[src/rtl/parity_check_odd_rx.sv]
// -----------------------------------------------------------------------------
// parity_check_odd_rx
//
// Serial receiver for a six-bit frame with odd parity:
//   start(0), a, b, c, p, stop(1)
// The receiver takes one bit for each din_valid strobe. Strobes may be spaced
// any number of cycles apart, and nothing times out while din_valid is low.
// When the stop bit is sampled, the three data bits and the two error flags
// are registered. They become visible in the following cycle together with a
// one-cycle data_valid pulse.
//
// Ports
//   clk         in   1  rising-edge clock
//   rst_n       in   1  asynchronous active-low reset
//   din         in   1  serial line (idle high), sampled only when din_valid=1
//   din_valid   in   1  bit strobe
//   cnt_clr     in   1  synchronous clear of err_count (clear beats increment)
//   data_out    out  3  last received {a,b,c}; a is the MSB; held between frames
//   data_valid  out  1  one-cycle pulse per completed frame
//   parity_err  out  1  ~(a^b^c^p); forced to 0 while data_valid=0
//   frame_err   out  1  ~stop; forced to 0 while data_valid=0
//   err_count   out  8  saturating count of frames with any error
//
// Configuration
//   PARITY_ERR_CNT_EN  when defined, adds the err_count register, its
//                      saturation logic and the cnt_clr input handling.
//                      When undefined, err_count is tied to 0 and cnt_clr
//                      is ignored.
// -----------------------------------------------------------------------------
module parity_check_odd_rx (
  input  logic       clk,
  input  logic       rst_n,
  input  logic       din,
  input  logic       din_valid,
  input  logic       cnt_clr,
  output logic [2:0] data_out,
  output logic       data_valid,
  output logic       parity_err,
  output logic       frame_err,
  output logic [7:0] err_count
);

  typedef enum logic [1:0] {
    IDLE = 2'd0,
    DATA = 2'd1,
    PAR  = 2'd2,
    STOP = 2'd3
  } state_e;

  localparam logic [1:0] LAST_DATA_BIT = 2'd2;

  // Frame-assembly state
  state_e     state_q,      state_d;
  logic [1:0] bit_cnt_q,    bit_cnt_d;
  logic [2:0] shift_q,      shift_d;
  logic       par_q,        par_d;

  // Registered outputs
  logic [2:0] data_out_q,   data_out_d;
  logic       data_valid_q, data_valid_d;
  logic       parity_err_q, parity_err_d;
  logic       frame_err_q,  frame_err_d;

  // Strobe sampling the stop bit: the frame finishes on this edge.
  logic       frame_done;
  // Parity or stop error on the frame finishing on this edge.
  logic       frame_bad;

  logic       parity_bad_now;
  logic       stop_bad_now;

  // Odd parity holds when a^b^c^p is 1, so a result of 0 is an error.
  assign parity_bad_now = ~(^{shift_q, par_q});
  assign stop_bad_now   = ~din;

  // ---------------------------------------------------------------------------
  // Next-state logic
  // ---------------------------------------------------------------------------
  always_comb begin
    // NOTE: every signal assigned here first gets a default. A path that
    // leaves one unassigned would infer a latch.
    state_d      = state_q;
    bit_cnt_d    = bit_cnt_q;
    shift_d      = shift_q;
    par_d        = par_q;
    data_out_d   = data_out_q;
    data_valid_d = 1'b0;
    parity_err_d = 1'b0;
    frame_err_d  = 1'b0;
    frame_done   = 1'b0;
    frame_bad    = 1'b0;

    if (din_valid) begin
      unique case (state_q)
        IDLE: begin
          // A strobe with din high is idle line and does not start a frame.
          if (!din) begin
            state_d   = DATA;
            bit_cnt_d = '0;
          end
        end

        DATA: begin
          // Shift left so the first data bit (a) ends up in the MSB.
          shift_d = {shift_q[1:0], din};
          if (bit_cnt_q == LAST_DATA_BIT) begin
            state_d   = PAR;
            bit_cnt_d = '0;
          end else begin
            bit_cnt_d = bit_cnt_q + 2'd1;
          end
        end

        PAR: begin
          par_d   = din;
          state_d = STOP;
        end

        STOP: begin
          // The frame finishes whatever the stop bit is. A bad stop bit is
          // reported through frame_err, not by discarding the frame.
          frame_done   = 1'b1;
          frame_bad    = parity_bad_now | stop_bad_now;
          data_out_d   = shift_q;
          data_valid_d = 1'b1;
          parity_err_d = parity_bad_now;
          frame_err_d  = stop_bad_now;
          state_d      = IDLE;
        end

        default: state_d = IDLE;
      endcase
    end
  end

  // ---------------------------------------------------------------------------
  // State and output registers
  // ---------------------------------------------------------------------------
  always_ff @(posedge clk or negedge rst_n) begin
    // NOTE: reset clears every flop, including the shift register and
    // data_out. A frame interrupted by reset then leaves nothing behind.
    if (!rst_n) begin
      state_q      <= IDLE;
      bit_cnt_q    <= '0;
      shift_q      <= '0;
      par_q        <= 1'b0;
      data_out_q   <= '0;
      data_valid_q <= 1'b0;
      parity_err_q <= 1'b0;
      frame_err_q  <= 1'b0;
    end else begin
      // NOTE: non-blocking assignments let every flop sample the pre-edge
      // values, whatever order the statements appear in.
      state_q      <= state_d;
      bit_cnt_q    <= bit_cnt_d;
      shift_q      <= shift_d;
      par_q        <= par_d;
      data_out_q   <= data_out_d;
      data_valid_q <= data_valid_d;
      parity_err_q <= parity_err_d;
      frame_err_q  <= frame_err_d;
    end
  end

  assign data_out   = data_out_q;
  assign data_valid = data_valid_q;
  assign parity_err = parity_err_q;
  assign frame_err  = frame_err_q;

  // ---------------------------------------------------------------------------
  // Error counter
  // ---------------------------------------------------------------------------
`ifdef PARITY_ERR_CNT_EN
  localparam logic [7:0] ERR_CNT_MAX = 8'hFF;

  logic [7:0] err_count_q, err_count_d;

  always_comb begin
    err_count_d = err_count_q;
    // The clear wins over an increment on the same edge. A frame with both
    // errors still counts only once.
    if (cnt_clr) begin
      err_count_d = '0;
    end else if (frame_done && frame_bad && (err_count_q != ERR_CNT_MAX)) begin
      err_count_d = err_count_q + 8'd1;
    end
  end

  always_ff @(posedge clk or negedge rst_n) begin
    if (!rst_n) begin
      err_count_q <= '0;
    end else begin
      err_count_q <= err_count_d;
    end
  end

  assign err_count = err_count_q;
`else
  // Counter not built: the output is constant and these inputs are
  // deliberately unused.
  logic unused_cnt_inputs;
  assign unused_cnt_inputs = cnt_clr ^ frame_done ^ frame_bad;
  assign err_count         = 8'd0;
`endif

endmodule
[config.mk]
export PLATFORM = sky130hd
export DESIGN_NAME = parity_check_odd_rx
export DESIGN_NICKNAME = d
export VERILOG_FILES = /design/src/rtl/parity_check_odd_rx.sv
export SDC_FILE = /design/constraint.sdc
export NUM_CORES = 1
export LEC_CHECK = 0
export BUFFER_PORTS_ARGS = -buffer_cell sky130_fd_sc_hd__buf_2
export CAP_MARGIN = 0
export CORE_MARGIN = 2
export CORE_UTILIZATION = 50
export DETAILED_ROUTE_END_ITERATION = 7
export PLACE_DENSITY_LB_ADDON = 0.05
export SETUP_SLACK_MARGIN = 0.1
export SYNTH_ARGS = -nofsm -noshare
export SYNTH_HDL_FRONTEND = slang
export SYNTH_SLANG_ARGS = --single-unit
export TNS_END_PERCENT = 10
[constraint.sdc]
create_clock -name clk -period 2.6 [get_ports clk]
set_input_delay 0.39 -clock clk [delete_from_list [all_inputs] [get_ports clk]]
set_output_delay 0.39 -clock clk [all_outputs]
set_load 0.05 [all_outputs]
==> flow_summary.json, run 1 <==
{
  "run_status": "completed",
  "yosys_most_used_dff": "sky130_fd_sc_hd__dfrtp_1",
  "worst_r2r_startpoint": "state_q[0]",
  "number_of_remaining_drc_errors": 0,
  "gr-total-overflow": 0,
  "maxcap_violations": 0,
  "p_per_area_mw_per_mm2": 1280,
  "cts_htree_levels": 1,
  "syn_avg_cell_area_sq_um": 12.5,
  "drt-vias-per-instance": 4.81,
  "timing.setup.critical_path_class": "register to register",
  "top_level_pins": 19,
  "grt_use_total": 0.128,
  "drive_gt1_frac": 0.314,
  "grt_antenna_before_repair": 0,
  "flow.area_growth_from_synthesis_pct": 10.7,
  "syn_inst": 57,
  "clock_path_buffers": 2,
  "cts_num_sinks": 14,
  "min_period_ns": 1.55,
  "detailed_route_via_count": 409,
  "firstDrtPassIters": 2,
  "ys_seq_elements": 14,
  "setup.reg_to_reg.worst_slack_ns": 1.05,
  "routedWlPerCell_um": 10.4,
  "worst-path-buf-inv": 1,
  "worstRegToRegCells": 5,
  "timing.hold.worst.start": "din",
  "finClkSkew_ns": 0.00409,
  "fin_crit_sh": 0.597,
  "initial_utilization": 0.540,
  "worst-path-max-fanout": 4,
  "synth-edff-count": 0,
  "num-fill-cells": 113,
  "clk_latency_ns": 0.27,
  "die_h_um": 41.7,
  "grt_first_pass_wirelength_um": 1700,
  "finalHoldViolCount": 0,
  "cp_cell_sequence": "inv_1 -> ha_1 -> a21boi_2 -> a21boi_4 -> mux2_1",
  "timing.critical_path.max_delay_family": "compound AO/OA/AOI/OAI gates",
  "worst_setup_hold_path_clk_slew_ns": 0.08,
  "arrival_time_at_the_worst_endpoint_ns": 1.71,
  "crit_path_end_kind": "register",
  "timing.fmax_mhz": 644,
  "cts_buffers": 3,
  "cts_root_buffer": "sky130_fd_sc_hd__clkbuf_4",
  "antenna-diode-count": 0,
  "p_leak_nw": 0.416,
  "setup_tns_ns": 0,
  "hold_path.class": "input port to register",
  "synth_most_common_cell": "sky130_fd_sc_hd__dfrtp_1",
  "core_sq_mm": 0.00132,
  "synth_async_sr_flop_share": 1.00,
  "synth_area_leader_cell": "sky130_fd_sc_hd__dfrtp_1",
  "setup_viol_count_final": 0,
  "ir_drop_v": 0.000694,
  "timing.rr.end": "state_q[1]",
  "critPathMaxStageDelay_ns": 0.38,
  "totalWireLength_um": 885,
  "number_of_pins_with_negative_max_slew_slack_in_the_final_report": 0,
  "number_of_global_route_vias_before_repair": 391,
  "mappedNetlistArea_sq_um": 712,
  "grt_setup_unrepaired": "false",
  "timing.critical_path.required_ns": 2.76,
  "die_w_um": 41.7,
  "std_cell_rows": 13,
  "largest_net_degree_at_the_start_of_global_routing": 15,
  "setup.worst_path.start_class": "register",
  "ant_nets": 0,
  "worst_hold_slack_ns": 0.326,
  "port_buffers": 9,
  "drt_first_iter_violations": 4,
  "routabilityCongestion": 0.648,
  "num-nets-final": 81,
  "timing.critical_path.slowest_stage_cell": "sky130_fd_sc_hd__dfrtp_1",
  "fp.dieArea_sq_mm": 0.00174,
  "yosysTopAreaCellShare": 0.492,
  "yosys-top-cells-count": "sky130_fd_sc_hd__dfrtp_1, sky130_fd_sc_hd__buf_4, sky130_fd_sc_hd__mux2_2, sky130_fd_sc_hd__ha_1",
  "synth.yosys.warnings": 0,
  "cts_tree": "yes",
  "synth_sequential_area_ratio": 0.492,
  "worst_hold_path.endpoint": "frame_err",
  "netlist-cell-type-count": 20,
  "timing.hold.worst_path_depth": 2,
  "synth.top_cells.by_area": "sky130_fd_sc_hd__dfrtp_1, sky130_fd_sc_hd__mux2_2, sky130_fd_sc_hd__ha_1"
}
-- cells by family after synthesis --
| family | count (synthesis) | share of synthesized area |
|---|---|---|
| xor+xnor | 3 | 0.0369 |
| flops | 14 | 0.492 |
| fa+ha+maj | 5 | 0.0879 |
| compound gates | 5 | 0.0738 |
| simple gates | 9 | 0.0633 |
| mux | 9 | 0.141 |
| buf+inv | 11 | 0.100 |
| other cells | 1 | 0.00527 |
-- repair_timing --
| item | CTS | global route |
|---|---|---|
| endpoints found under the hold margin | 14 | 0 |
| gates resized for setup | 0 | 0 |
| buffers inserted | 0 | 0 |
| hold buffers | 1 | 0 |
| setup endpoints to repair | 0 | 0 |
-- per-stage QoR --
step,std cells,cell area (sq um),utilization,power [W],setup slack (ns)
floorplan,64,738,-,0.000792,1.16
global placement,80,742,0.563,0.000866,1.06
detailed placement,80,742,0.563,0.000873,1.05
CTS,85,788,0.598,0.00103,1.04
global route,85,788,0.598,0.00110,0.888
finish,85,788,0.598,0.00101,1.05
-- report_power, final --
part	switching, W	internal, W	total (W)
clock	0.0000643	0.0000851	0.000149
combinational	0.000291	0.000192	0.000482
sequential	0.0000637	0.000314	0.000378
total	0.000419	0.000591	0.00101
-- routing by layer --
metal,vias to the layer above,track usage,part of all wire
met3,2,0.0652,0.072
met1,196,0.151,0.45
met4,0,0.0387,0.0056
li1,198,-,-
met5,-,0,0
met2,13,0.203,0.47
-- worst max path at each step --
stage	startpoint	end	slack, ns	depth (start not counted)
after floorplan	state_q[0]	state_q[1]	1.16	5
after global placement	state_q[0]	state_q[1]	1.06	5
after detailed placement	state_q[1]	state_q[1]	1.05	5
after CTS	state_q[0]	state_q[1]	1.04	5
after global routing	state_q[0]	state_q[1]	0.89	5
final	state_q[0]	state_q[1]	1.05	5
-- flip-flops by register name, summed over array words and instances, names as in the netlist --
signal	flops
bit_cnt_q	2
shift_q	3
data_valid	1
par_q	1
state_q	2
parity_err	1
frame_err	1
data_out	3
-- cells in the final DEF (no fill, tap or decap) --
cell type                       netlist  routed
sky130_fd_sc_hd__a32o_1               1       1
sky130_fd_sc_hd__mux2i_1              1       1
sky130_fd_sc_hd__o21ai_0              1       1
sky130_fd_sc_hd__buf_2                0       9
sky130_fd_sc_hd__a21boi_4             1       1
sky130_fd_sc_hd__inv_1                3       3
sky130_fd_sc_hd__mux2_1               1       1
sky130_fd_sc_hd__clkbuf_4             0       3
sky130_fd_sc_hd__a21o_1               1       1
sky130_fd_sc_hd__dlygate4sd3_1        0       1
sky130_fd_sc_hd__a21boi_2             1       1
sky130_fd_sc_hd__clkbuf_8             0       1
sky130_fd_sc_hd__conb_1               1       8
sky130_fd_sc_hd__xor2_1               1       1
sky130_fd_sc_hd__ha_1                 5       5
sky130_fd_sc_hd__nor2b_1              1       1
sky130_fd_sc_hd__dfrtp_1             14      14
sky130_fd_sc_hd__or2b_1               1       1
sky130_fd_sc_hd__mux2_2               7       7
sky130_fd_sc_hd__and3b_1              1       1
sky130_fd_sc_hd__nand2_1              3       3
sky130_fd_sc_hd__xnor2_1              2       2
sky130_fd_sc_hd__nor2_1               3       3
-- final cells by class --
| type | instances | area (sq um) | share of cell area |
|---|---|---|---|
| clock buffers | 4 | 36.3 | 0.0460 |
| inverters | 3 | 11.3 | 0.0143 |
| multi-input cells | 39 | 317 | 0.402 |
| flip-flops and latches | 14 | 350 | 0.444 |
| well taps | 15 | 18.8 | 0.0238 |
| repair buffers | 10 | 55.1 | 0.0698 |
Note: power is estimated with default switching activity, not from simulation.
==> run 2: changes to the inputs <==
--- a/config.mk
+++ b/config.mk
@@ -8,7 +8,7 @@
 export BUFFER_PORTS_ARGS = -buffer_cell sky130_fd_sc_hd__buf_2
 export CAP_MARGIN = 0
 export CORE_MARGIN = 2
-export CORE_UTILIZATION = 50
+export CORE_UTILIZATION = 44
 export DETAILED_ROUTE_END_ITERATION = 7
 export PLACE_DENSITY_LB_ADDON = 0.05
 export SETUP_SLACK_MARGIN = 0.1
==> constraint.sdc (replaced) <==
create_clock -name clk -period 1.41 [get_ports clk]
set_input_delay 0.2115 -clock clk [delete_from_list [all_inputs] [get_ports clk]]
set_output_delay 0.2115 -clock clk [all_outputs]
set_load 0.05 [all_outputs]
==> run 2 against run 1 <==
  * Worst setup slack worse by 1.0 ns
  * Largest power group unchanged
  * Power grew 100%
  * Largest cell class is now multi-input gates
  * Global-route usage fell by 0.27 points
  * Cell count is 5.9% higher
  * Critical path depth stayed put
  * Count of clock-buffer cells in the layout down 1
  * Critical path type unchanged
==> flow_summary.json, run 2 (synthesis gave the netlist of run 1 again) <==
{
  "regArea_sq_um": 350,
  "cts_buffers": 3,
  "critPathMaxStageDelay_ns": 0.39,
  "timing.fmax_mhz": 727,
  "finClkSkew_ns": 0.00312,
  "timing.setup.critical_path_class": "register to register",
  "p_total_w": 0.00204,
  "finalHoldViolCount": 0,
  "initial_utilization": 0.473,
  "routedWlPerCell_um": 11.5,
  "drt_first_iter_violations": 6,
  "setup.worst_path.start_class": "register",
  "ir_drop_v": 0.00111,
  "cts_root_buffer": "sky130_fd_sc_hd__clkbuf_4",
  "clk_latency_ns": 0.27,
  "fin_crit_sh": 0.975,
  "port_buffers": 9,
  "number_of_global_route_vias_before_repair": 379,
  "worst-path-buf-inv": 1,
  "top_level_pins": 19,
  "maxcap_violations": 0,
  "arrival_time_at_the_worst_endpoint_ns": 1.54,
  "die_w_um": 44.2,
  "timing.critical_path.slowest_stage_cell": "sky130_fd_sc_hd__dfrtp_1",
  "cts_tree": "yes",
  "grt_antenna_before_repair": 0,
  "drt-vias-per-instance": 4.57,
  "worst_setup_hold_path_clk_slew_ns": 0.08,
  "std_cell_rows": 14,
  "setup_viol_count_final": 0,
  "clock_path_buffers": 2,
  "p_leak_nw": 0.450,
  "number_of_remaining_drc_errors": 0,
  "timing.critical_path.required_ns": 1.57,
  "grt_setup_unrepaired": "true",
  "grt_use_total": 0.126,
  "worst-path-max-fanout": 3,
  "cts_num_sinks": 14,
  "firstDrtPassIters": 2,
  "most_common_library_cell_in_the_layout_ignoring_fill_and_taps": "sky130_fd_sc_hd__dfrtp_1",
  "fp.dieArea_sq_mm": 0.00196,
  "cp_cell_sequence": "inv_2 -> ha_4 -> a21boi_2 -> a21boi_4 -> mux2_4",
  "place_hpwl_um": 771,
  "run_status": "completed",
  "min_period_ns": 1.37,
  "number_of_pins_with_negative_max_slew_slack_in_the_final_report": 0,
  "drive_gt1_frac": 0.446,
  "ant_nets": 0,
  "largest_net_degree_at_the_start_of_global_routing": 15,
  "fin_ws_ns": 0.0353,
  "flow.area_growth_from_synthesis_pct": 20.6,
  "cts_htree_levels": 1,
  "core_sq_mm": 0.00151,
  "grt_first_pass_wirelength_um": 1680,
  "num-fill-cells": 142,
  "gr-total-overflow": 0,
  "detailed_route_via_count": 411,
  "footprint_of_the_multi_input_gates_sq_um": 362,
  "die_h_um": 44.2,
  "hold_path.class": "input port to register",
  "timing.critical_path.max_delay_family": "flip-flops",
  "totalWireLength_um": 1040,
  "routabilityCongestion": 0.709,
  "p_per_area_mw_per_mm2": 2370,
  "num-nets-final": 86,
  "most-common-layout-cells": "sky130_fd_sc_hd__dfrtp_1, sky130_fd_sc_hd__buf_2, sky130_fd_sc_hd__conb_1",
  "crit_path_end_kind": "register",
  "dp_slack_ns": 0.0142,
  "antenna-diode-count": 0
}
==> run 2: cell count changes in the layout (fill, tap and decap cells not counted) <==
cell,before,now
sky130_fd_sc_hd__mux2_4,0,4
sky130_fd_sc_hd__mux2_2,7,4
sky130_fd_sc_hd__inv_1,3,1
sky130_fd_sc_hd__mux2_1,1,0
sky130_fd_sc_hd__inv_2,0,2
sky130_fd_sc_hd__clkbuf_8,1,0
sky130_fd_sc_hd__nand2_2,0,2
sky130_fd_sc_hd__buf_4,0,5
sky130_fd_sc_hd__ha_4,0,2
sky130_fd_sc_hd__nand2_1,3,1
sky130_fd_sc_hd__ha_1,5,3
==> run 2: final cells by class <==
| cell class | count | share of cell area |
|---|---|---|
| sequential | 14 | 0.408 |
| clock buffer | 3 | 0.0262 |
| inverter | 3 | 0.0131 |
| tap | 16 | 0.0233 |
| timing repair buffer | 15 | 0.108 |
| multi-input combinational | 39 | 0.421 |
==> run 2: final timing paths <==
kind                                to  cells past startpoint        start  slack [ns]
min                          frame_err                      2          din        0.16
max reg2reg                 state_q[1]                      5   state_q[0]        0.04
max in group asynchronous   state_q[0]                      2        rst_n        0.83
min reg2reg                data_out[1]                      1  data_out[1]        0.51
min in group asynchronous   parity_err                      2        rst_n        0.35
max                         state_q[1]                      5   state_q[0]        0.04
==> run 2: per-stage QoR <==
stage / utilization / instance area (sq um) / TNS [ns] / instances / hold slack (ns)
after floorplan: - / 754 / 0 / 64 / -0.0841
after detailed placement: 0.524 / 790 / 0 / 85 / 0.120
after CTS: 0.546 / 822 / 0 / 89 / 0.154
after global placement: 0.524 / 790 / 0 / 85 / 0.123
after global routing: 0.570 / 858 / -0.0357 / 90 / 0.154
final: 0.570 / 858 / 0 / 90 / 0.156
==> run 2: report_power, final <==
| group | switching [W] | leakage [nW] | total (W) | internal, W |
|---|---|---|---|---|
| combinational | 0.000611 | 0.262 | 0.00112 | 0.000504 |
| sequential | 0.000122 | 0.174 | 0.000702 | 0.000580 |
| clock | 0.000122 | 0.0138 | 0.000221 | 0.0000988 |
| total | 0.000855 | 0.450 | 0.00204 | 0.00118 |
==> run 2: worst reg2reg max path, cell delays in order, from the launching register on <==
cell and delay, ns:
sky130_fd_sc_hd__dfrtp_1 0.39, sky130_fd_sc_hd__inv_2 0.06, sky130_fd_sc_hd__ha_4 0.16, sky130_fd_sc_hd__a21boi_2 0.13, sky130_fd_sc_hd__a21boi_4 0.22, sky130_fd_sc_hd__mux2_4 0.31
==> run 2: timing repair <==
| item | in CTS | in global routing |
|---|---|---|
| resized for setup | 0 | 7 |
| hold endpoints to repair | 14 | 0 |
| hold buffers | 1 | 0 |
| setup endpoints to repair | 5 | 11 |
| pin swaps | 2 | 2 |
| buffers inserted | 0 | 1 |
==> run 2: routing by layer <==
| metal | wire [um] | global-route usage |
|---|---|---|
| met2 | 483 | 0.191 |
| met1 | 488 | 0.150 |
| met4 | 6 | 0.0727 |
| met5 | 0 | 0 |
| met3 | 60 | 0.0490 |
==> run 3: changes to the inputs <==
--- a/config.mk
+++ b/config.mk
@@ -10,7 +10,7 @@
 export CORE_MARGIN = 2
 export CORE_UTILIZATION = 44
 export DETAILED_ROUTE_END_ITERATION = 7
-export PLACE_DENSITY_LB_ADDON = 0.05
+export PLACE_DENSITY = 0.71
 export SETUP_SLACK_MARGIN = 0.1
 export SYNTH_ARGS = -nofsm -noshare
 export SYNTH_HDL_FRONTEND = slang
==> constraint.sdc (replaced) <==
create_clock -name clk -period 1.41 [get_ports clk]
set_input_delay 0.2115 -clock clk [delete_from_list [all_inputs] [get_ports clk]]
set_output_delay 0.2115 -clock clk [all_outputs]
set_load 0.02 [all_outputs]
==> run 3 against run 2 <==
  * Sequential cell count is the same
  * Count of clock-buffer cells in the layout grew 1
  * Die area is the same
  * Wire length shrank 4.2%
  * Sequential power grew 0.7%
  * Utilization is the same
  * Critical endpoint unchanged
==> flow_summary.json, run 3 (synthesis gave the netlist of run 1 again) <==
{
  "run_status": "completed",
  "worst_r2r_startpoint": "state_q[0]",
  "clock_path_buffers": 2,
  "cts_buffers": 3,
  "setup_viol_count_final": 0,
  "grt_antenna_before_repair": 0,
  "timing.fmax_mhz": 712,
  "cts_tree": "yes",
  "p_leak_nw": 0.459,
  "detailed_route_via_count": 429,
  "top_level_pins": 19,
  "routabilityCongestion": 0.714,
  "setup.worst_path.start_class": "register",
  "maxcap_violations": 0,
  "die_h_um": 44.2,
  "antenna-diode-count": 0,
  "drt_first_iter_violations": 0,
  "drive_gt1_frac": 0.427,
  "startpoint_of_the_most_critical_setup_path": "state_q[0]",
  "clk_latency_ns": 0.27,
  "number_of_remaining_drc_errors": 0,
  "gr-total-overflow": 0,
  "grt_setup_unrepaired": "true",
  "ir_drop_v": 0.000864,
  "worst-path-max-fanout": 3,
  "die_w_um": 44.2,
  "cts_htree_levels": 1,
  "dp_slack_ns": 0.00266,
  "flow.area_growth_from_synthesis_pct": 20.6,
  "num-fill-cells": 126,
  "fin_ws_ns": 0.00569,
  "most_common_library_cell_in_the_layout_ignoring_fill_and_taps": "sky130_fd_sc_hd__dfrtp_1",
  "setup.reg_to_reg.worst_slack_ns": 0.006,
  "worst_setup_hold_path_clk_slew_ns": 0.08,
  "timing.critical_path.to": "state_q[1]",
  "grt_first_pass_wirelength_um": 1740,
  "timing.setup.critical_path_class": "register to register",
  "fp.dieArea_sq_mm": 0.00196,
  "postLayoutCellArea_sq_um": 858,
  "largest_net_degree_at_the_start_of_global_routing": 15,
  "finalHoldViolCount": 0,
  "ant_nets": 0,
  "met1_usage": 0.128,
  "most-common-layout-cells": "sky130_fd_sc_hd__dfrtp_1, sky130_fd_sc_hd__buf_2, sky130_fd_sc_hd__conb_1",
  "worstRegToRegCells": 5,
  "std_cell_rows": 14,
  "globalRouteMet3Util": 0.0490,
  "totalWireLength_um": 994,
  "post-place-cells": 84,
  "arrival_time_at_the_worst_endpoint_ns": 1.57,
  "grt_use_total": 0.121,
  "firstDrtPassIters": 1,
  "timing.rr.end": "state_q[1]",
  "initial_utilization": 0.473,
  "routedWlPerCell_um": 10.9,
  "cts_root_buffer": "sky130_fd_sc_hd__clkbuf_4",
  "number_of_global_route_vias_before_repair": 450,
  "timing.critical_path.required_ns": 1.57,
  "finClkSkew_ns": 0.00165,
  "p_per_area_mw_per_mm2": 2210,
  "number_of_pins_with_negative_max_slew_slack_in_the_final_report": 0,
  "global_route.peak_usage_layer": "met2",
  "fin_crit_sh": 0.996,
  "crit_path_end_kind": "register",
  "place_hpwl_um": 802,
  "drt-vias-per-instance": 4.71,
  "gr-usage-met2": 0.226,
  "placement.cell_area_sq_um": 782,
  "port_buffers": 9,
  "p_total_w": 0.00190,
  "min_period_ns": 1.40,
  "hold_path.class": "input port to register",
  "cts_num_sinks": 14,
  "stdcell_count": 91,
  "num-nets-final": 86,
  "setup_tns_ns": 0,
  "core_sq_mm": 0.00151
}
run 3: cell count changes in the layout (fill, tap and decap cells not counted), sizes merged:
cell	before	now
clkbuf	3	4
run 3: routing by layer:
metal | vias to the layer above | wire length (um) | share of wire
li1 | 207 | - | -
met2 | 16 | 529 | 0.53
met4 | 0 | 0 | 0
met5 | - | 0 | 0
met3 | 0 | 67 | 0.067
met1 | 206 | 397 | 0.40
run 3: power by group:
group	switching (W)	internal [W]
logic	0.000421	0.000492
clock network	0.000121	0.000157
registers	0.000127	0.000580
total	0.000670	0.00123
run 3: cell type report:
| type | count | area, sq um | share of cell area |
|---|---|---|---|
| multi-input cells | 39 | 348 | 0.405 |
| clock buffers | 4 | 36.3 | 0.0423 |
| repair buffers | 15 | 92.6 | 0.108 |
| well taps | 16 | 20.0 | 0.0233 |
| inverters | 3 | 11.3 | 0.0131 |
| flip-flops and latches | 14 | 350 | 0.408 |
run 3: critical path: stages (launching register included):
cell and delay (ns):
sky130_fd_sc_hd__dfrtp_1 0.40, sky130_fd_sc_hd__inv_2 0.07, sky130_fd_sc_hd__ha_4 0.16, sky130_fd_sc_hd__a21boi_2 0.15, sky130_fd_sc_hd__a21boi_4 0.22, sky130_fd_sc_hd__mux2_4 0.31
run 3: what timing repair did:
item	4_1_cts	5_1_grt
endpoints found under the setup margin	7	11
buffers inserted	1	1
endpoints found under the hold margin	14	0
resized for setup	0	4
hold buffers	1	0
pin swaps	2	3
run 3: worst min path at each step:
stage | cells after the start | endpoint | start | slack, ns
floorplan | 0 | bit_cnt_q[0] | rst_n | -0.08
detailed placement | 1 | bit_cnt_q[0] | rst_n | 0.12
global placement | 1 | bit_cnt_q[0] | rst_n | 0.11
global route | 2 | frame_err | din | 0.15
CTS | 2 | frame_err | din | 0.15
finish | 2 | frame_err | din | 0.15
run 3: stage by stage:
stage | util | hold WS (ns)
after floorplan | - | -0.0841
after global placement | 0.519 | 0.113
after detailed placement | 0.519 | 0.120
after CTS | 0.555 | 0.145
after global routing | 0.570 | 0.153
final | 0.570 | 0.147
